File: src/rtl/fpu_div_seq.sv
// fpu_div_seq: divide/remainder sequencer stepping the increment datapath incfunc code.
// nx_incfunc is the code of the next state, so incfunc always equals the current state's code.
module fpu_div_seq #(
   parameter int SP_ITERS = 26,
   parameter int DP_ITERS = 55,
   parameter int CNT_W    = 6
) (
   input  logic             clk,
   input  logic             reset_l,
   input  logic             fpuhold,
   input  logic             start,
   input  logic             dprec,
   input  logic             rem_op,
   input  logic             div0,
   input  logic             abort,
   output logic [3:0]       nx_incfunc,
   output logic [3:0]       incfunc,
   output logic             busy,
   output logic             done,
   output logic             dz,
   output logic [CNT_W-1:0] iter_cnt
);
   typedef enum logic [1:0] {S_IDLE, S_ITER, S_QOUT, S_DONE} state_t;
   localparam logic [CNT_W-1:0] SP_LOAD = CNT_W'(SP_ITERS - 1);
   localparam logic [CNT_W-1:0] DP_LOAD = CNT_W'(DP_ITERS - 1);
   state_t           r_state, w_step, w_next;
   logic [3:0]       r_incfunc;
   logic [CNT_W-1:0] r_cnt;
   logic             r_dz, r_rem, w_abort, w_start;
   assign w_abort = abort && (r_state != S_IDLE);
   assign w_start = start && !abort;
   always_comb begin
      w_step = r_state;
      case (r_state)
         S_IDLE:  w_step = w_start ? (div0 ? S_DONE : S_ITER) : S_IDLE;
         S_ITER:  w_step = (r_cnt != '0) ? S_ITER : (r_rem ? S_DONE : S_QOUT);
         S_QOUT:  w_step = S_DONE;
         default: w_step = S_IDLE;
      endcase
   end
   // abort wins over a stall; a stall freezes the next state to the current one
   assign w_next     = w_abort ? S_IDLE : (fpuhold ? r_state : w_step);
   assign nx_incfunc = (w_next == S_ITER) ? 4'h8 :
                       (w_next == S_QOUT) ? 4'h9 :
                       (w_next == S_DONE) ? 4'hb : 4'h0;
   always_ff @(posedge clk or negedge reset_l) begin
      if (!reset_l) begin
         r_state   <= S_IDLE;
         r_incfunc <= 4'h0;
         r_cnt     <= '0;
         r_dz      <= 1'b0;
         r_rem     <= 1'b0;
      end else if (w_abort) begin
         r_state   <= S_IDLE;
         r_incfunc <= 4'h0;
         r_cnt     <= '0;
         r_dz      <= 1'b0;
         r_rem     <= 1'b0;
      end else if (!fpuhold) begin
         r_state   <= w_next;
         r_incfunc <= nx_incfunc;
         if (r_state == S_IDLE && w_start) begin
            r_dz <= div0;
            if (!div0) begin
               r_cnt <= dprec ? DP_LOAD : SP_LOAD;
               r_rem <= rem_op;
            end
         end else if (r_state == S_ITER && r_cnt != '0) begin
            r_cnt <= r_cnt - 1'b1;
         end else if (r_state == S_DONE) begin
            r_dz <= 1'b0;
         end
      end
   end
   assign incfunc  = r_incfunc;
   assign busy     = (r_state != S_IDLE);
   assign done     = (r_state == S_DONE);
   assign dz       = r_dz;
   assign iter_cnt = r_cnt;
endmodule

File: config.mk
export PLATFORM = sky130hd
export DESIGN_NAME = fpu_div_seq
export DESIGN_NICKNAME = d
export VERILOG_FILES = /design/src/rtl/fpu_div_seq.sv
export SDC_FILE = /design/constraint.sdc
export NUM_CORES = 1
export LEC_CHECK = 0
export ABC_AREA = 1
export CAP_MARGIN = 20
export CORE_UTILIZATION = 50
export DETAILED_ROUTE_END_ITERATION = 8
export PLACE_DENSITY = 0.83
export SYNTH_ARGS = -nofsm -noshare
export SYNTH_HDL_FRONTEND = slang
export SYNTH_SLANG_ARGS = --single-unit
File: constraint.sdc
create_clock -name clk -period 3.2 [get_ports clk]
set_input_delay 0.64 -clock clk [delete_from_list [all_inputs] [get_ports clk]]
set_output_delay 0.64 -clock clk [all_outputs]
set_load 0.05 [all_outputs]
=== Yosys cells after proc, flatten, opt, wreduce, memory -nomap -nowiden ===
Index checks and enable logic that the tools add are counted.

* Register bits: 14
* Input port bits: 8
* Output and inout bits: 17
* Logic and storage cells: 59

* $add $sub $neg: 1
* Equality and inequality tests: 10
* Mux-type cells: 29
* Reductions and logical operators: 14

{| class="wikitable"
|+ Operators with widths
! kind !! count
|-
| $mux 6 || 6
|-
| $mux 4 || 5
|-
| $mux 2 || 7
|-
| $mux 1 || 10
|-
| $reduce_and 3->1 || 3
|-
| $eq 2x2->1 const B || 4
|-
| $ne 3x3->1 const B || 2
|-
| $pmux 2 s3 || 1
|-
| $reduce_bool 3->1 || 2
|-
| $reduce_bool 6->1 || 1
|-
| $sub 6x1->6 const B || 1
|-
| $eq 2x1->1 const B || 2
|-
| $logic_and 1x1->1 || 4
|-
| $ne 2x1->1 const B || 2
|-
| $reduce_bool 2->1 || 2
|-
| $logic_not 2->1 || 1
|-
| $logic_not 1->1 || 1
|}

=== Logic depth before layout (Yosys ltp) ===
* Depth after elaboration: 12
* Gate-level depth with buffers: 9
* Mapped depth without buffers: 9

=== Worst setup path after synthesis ===
Ideal clock, no wire load.

* Kind: register -> output
* Start: reg r_cnt[0] (netlist: iter_cnt[0])
* End: out nx_incfunc[1]
* Arrival time: 2.021 ns
* Data required time: 2.560 ns
* Slack: 0.539 ns
* Cell stages (with the launch flop): 9
* Path buffers: 0
* Cell sequence: dfrtp_1 > inv_1 > ha_1 > nand4_1 > nand3_1 > nand3_1 > inv_1 > nand2_1 > inv_1

* Word-level cells in the longest chain between the ends: 9
* Elaborated cells between the ends (all ways): 11
* Classes of those cells: 3 x eq/ne; 7 x mux; 1 x reduce/logical

{| class="wikitable"
|+ Ends and longest elaborated chain
! element !! line !! text
|-
| from (decl) || 28 || <nowiki>logic [CNT_W-1:0] r_cnt;</nowiki>
|-
| from (signal assigned) || 65 || <nowiki>r_cnt <= dprec ? DP_LOAD : SP_LOAD;</nowiki>
|-
| from (signal assigned) || 69 || <nowiki>r_cnt <= r_cnt - 1'b1;</nowiki>
|-
| $reduce_bool 6->1 * || 36 || <nowiki>S_ITER: w_step = (r_cnt != '0) ? S_ITER : (r_rem ? S_DONE : S_QOUT);</nowiki>
|-
| $mux 2 * || 36 ||
|-
| $pmux 2 s3 * || 34 || <nowiki>case (r_state)</nowiki>
|-
| $mux 2 * (2 in a row) || 42 || <nowiki>assign w_next = w_abort ? S_IDLE : (fpuhold ? r_state : w_step);</nowiki>
|-
| $eq 2x2->1 || 45 || <nowiki>(w_next == S_DONE) ? 4'hb : 4'h0;</nowiki>
|-
| $mux 4 || 45 ||
|-
| $mux 4 || 44 || <nowiki>(w_next == S_QOUT) ? 4'h9 :</nowiki>
|-
| $mux 4 * || 43 || <nowiki>assign nx_incfunc = (w_next == S_ITER) ? 4'h8 :</nowiki>
|-
| to (decl) || 16 || <nowiki>output logic [3:0] nx_incfunc,</nowiki>
|}

Every way passes the cells marked *; elsewhere a longest branch is shown, timed or not.

=== Final worst setup path ===
* Start: in abort
* End: out nx_incfunc[1]

* Word-level cells in the longest chain between the ends: 10
* Elaborated cells between the ends (all ways): 13
* Classes of those cells: 3 x eq/ne; 7 x mux; 3 x reduce/logical

{| class="wikitable"
|+ Ends and longest elaborated chain
! element !! line !! text
|-
| from (decl) || 15 || <nowiki>input logic abort,</nowiki>
|-
| $logic_not 1->1 || 31 || <nowiki>assign w_start = start && !abort;</nowiki>
|-
| $logic_and 1x1->1 || 31 ||
|-
| $mux 2 || 35 || <nowiki>S_IDLE: w_step = w_start ? (div0 ? S_DONE : S_ITER) : S_IDLE;</nowiki>
|-
| $pmux 2 s3 || 34 ||
|-
| $mux 2 || 42 ||
|-
| $mux 2 * || 42 ||
|-
| $eq 2x2->1 || 45 ||
|-
| $mux 4 || 45 ||
|-
| $mux 4 || 44 ||
|-
| $mux 4 * || 43 ||
|}

Marks and branches as above.

==> flow_summary.json <==
{
  "floorplan_die_area_mm2": 0.001960,
  "worstHoldPathCells": 2,
  "timing_max_transition_violations_final": 0,
  "swShare_pct": 55.82,
  "placedCellCount": 167,
  "reg2reg_depth": 9,
  "critical_path_peak_fanout": 4,
  "power.ir.vdd_worst_mv": 0.8287,
  "cts_hold_repair.buffers": 0,
  "post-route-worst-setup-slack_ns": 0.4254,
  "drtIter0Drc": 21,
  "worst_setup_path_end_kind": "output port",
  "timing.critical_path.slowest_stage_cell": "sky130_fd_sc_hd__clkdlybuf4s50_1",
  "worstReg2RegEnd": "incfunc[3]",
  "hold_critical_path_endpoint": "dz",
  "tritoncts": "built",
  "finalSetupTns_ns": 0,
  "synth.avg_cell_area_um2": 7.263,
  "ant_nets": 0,
  "fin_crit_ns": 2.775,
  "clock_path_buffers": 2,
  "unrepaired_setup_endpoints_after_global_routing": "false",
  "floorplan.die.width_um": 44.27,
  "grt_usage_pct": 23.72,
  "grt_start_max_net_pins": 14,
  "core-area_mm2": 0.001594,
  "multi_input_logic_area_um2": 460.4,
  "synth.yosys.warnings": 0,
  "yosysSeqAreaShare_pct": 36.41,
  "min_from": "dz",
  "dpl_worst_slack_ns": 0.4879,
  "clk-insertion-delay-late_ns": 0.29,
  "start_to_end_type_of_the_worst_setup_path": "input pin to output port",
  "route.vias.total": 838,
  "core.rowCount": 14,
  "layout.nets": 157,
  "postCtsResizedCells": 0,
  "p_switching_mw": 0.7764,
  "holdCritPathClass": "register to register",
  "r2r-start": "iter_cnt[0]",
  "insertedDiodeCount": 0,
  "final.hold.worst_slack_ns": 0.5002,
  "detail_route.wirelength_um": 2073,
  "grt_first_pass_wirelength_um": 3346,
  "clock-sinks": 13,
  "critPathLaunchType": "input pin",
  "edff_count_synth": 0,
  "critical_path_required_ns": 2.56,
  "period_share_pct": 86.71,
  "die_y_um": 44.27,
  "clockRootBuffer": "sky130_fd_sc_hd__clkbuf_4",
  "nFillCells": 123,
  "number_of_cts_inserted_buffers": 3,
  "synth.lib_cells_used.distinct": 25,
  "worst-endpoint-arrival_ns": 2.13,
  "timing.max_slew.rel_slack_pct": 61.48,
  "seqCellArea_um2": 325.3,
  "timing.fmax_mhz": 360.4,
  "ys_seq_elements": 13,
  "share_of_post_route_cells_with_drive_strength_above_1_pct": 17.69,
  "clock_power_share_pct": 7.9,
  "detail_route.drc_violations": 0,
  "report.final.setup_viol": 0,
  "first_global_vias": 744,
  "reg2reg_slack_ns": 1.55,
  "globalRoute.totalOverflow": 0,
  "routabilityCongestion": 0.7985,
  "syn_inst": 123,
  "worst_pin_slew_ns": 0.5760,
  "finClkSkew_ns": 0.008366,
  "cts.reportedPaths.clkPinSlew_ns": 0.09,
  "power.sequential.fraction_pct": 21.7,
  "max_cap_viol_count": 0,
  "num_io_pins": 25,
  "initial_core_util_pct": 56.04,
  "wire_per_inst_um": 12.12,
  "drt_pre_antenna_iters": 4,
  "power.internal_mw": 0.6146,
  "antenna_found_initial": 0,
  "total_power_mw": 1.391,
  "place_hpwl_um": 1535,
  "area.growth.synth_to_final_pct": 31.79,
  "clock_tree.htree_level_count": 1,
  "critical_path.max_stage_delay_ns": 0.40,
  "drt-vias-per-instance": 4.901,
  "post-cts-setup-buffer-count": 0,
  "dominantRegCellSynth": "sky130_fd_sc_hd__dfrtp_1",
  "timing.critical_path.cells": "clkdlybuf4s50_1 > inv_1 > nand3_1 > nor2_1 > nor2_1 > nand3_1 > nand3_1 > inv_1 > nand2_1 > inv_1 > buf_12",
  "mostFrequentLayoutCells": "sky130_fd_sc_hd__nand2_1, sky130_fd_sc_hd__inv_1, sky130_fd_sc_hd__clkdlybuf4s50_1",
  "final-hold-violation-count": 0,
  "power.density_cell_area_mw_per_mm2": 1181,
  "most_common_cell_after_layout_fill_and_taps_aside": "sky130_fd_sc_hd__nand2_1",
  "post_route_insts_no_fill": 171,
  "outcome": "finished clean",
  "number_of_buffer_cells_added_on_primary_ports": 22,
  "ys_async_sr_fraction_pct": 100.0,
  "synth_area_um2": 893.4,
  "p_comb_share_pct": 70.5,
  "leakagePower_nw": 0.5893
}
## power by group through the flow
stage,clock network (mW),logic (mW),registers (mW)
CTS,0.109,0.982,0.301
detailed placement,0,0.968,0.303
floorplan,0,0.515,0.467
finish,0.110,0.980,0.302
global placement,0,0.951,0.299
global route,0.114,1.05,0.309
## flip-flops by register name, indices dropped and copies added, names as in the netlist
signal / flops
iter_cnt: 6
incfunc: 3
r_rem: 1
r_state: 2
dz: 1
## synth_stat cells, types with 2 or more instances
library cell,number,area share (%)
sky130_fd_sc_hd__dfrtp_1,13,36
sky130_fd_sc_hd__nor2_1,14,5.9
sky130_fd_sc_hd__nand3_1,9,5.0
sky130_fd_sc_hd__o21ai_0,8,4.5
sky130_fd_sc_hd__nand2_1,31,13
sky130_fd_sc_hd__a21oi_2,3,2.9
sky130_fd_sc_hd__o21ai_2,4,3.9
sky130_fd_sc_hd__nor2_2,2,1.4
sky130_fd_sc_hd__inv_1,19,8.0
sky130_fd_sc_hd__nor2_4,3,3.8
sky130_fd_sc_hd__inv_2,2,0.84
sky130_fd_sc_hd__buf_4,2,1.7
## cells by family after synthesis
family                   Yosys count  share of synthesized area, %
AO/OA/AOI/OAI                     17                         13.17
other                              1                        0.4198
flip-flops                        13                         36.41
AND/OR/NAND/NOR                   66                         36.13
buffers and inverters             25                         12.47
adder cells (fa/ha/maj)            1                         1.400
## through the flow
stage	utilization (%)	cell area [um2]
after floorplan	-	897.1
after global routing	73.86	1177
after detailed placement	72.21	1151
final	73.86	1177
after global placement	72.21	1151
after CTS	73.86	1177
## metal layers
metal  global-route usage, %  vias to the layer above  wire (um)
met1                   31.27                      378        912
met5                       0                        -          0
met4                   10.91                        0         38
met2                   39.12                       29       1015
met3                   2.449                        5        106
li1                        -                      426          -
## critical path, delay by kind of cell
| family | cells | cell delay (ns) |
|---|---|---|
| buffers and inverters | 5 | 0.90 |
| and+or+nand+nor | 6 | 0.60 |
## cell type report
type,instances,share of cell area (%)
multi-input cells,86,39.11
flip-flops and latches,13,27.63
repair buffers,22,21.25
inverters,22,7.226
well taps,24,2.550
clock buffers,4,2.232
## how the worst max path moves through the flow
stage | start | slack, ns | endpoint | depth (start not counted)
final | abort | 0.43 | nx_incfunc[1] | 11
after floorplan | iter_cnt[0] | 0.54 | nx_incfunc[1] | 8
after global routing | abort | 0.20 | nx_incfunc[1] | 11
after CTS | abort | 0.45 | nx_incfunc[1] | 11
after global placement | fpuhold | 0.52 | nx_incfunc[1] | 10
after detailed placement | abort | 0.49 | nx_incfunc[1] | 11
No activity file was read; power rests on OpenSTA's default activity.
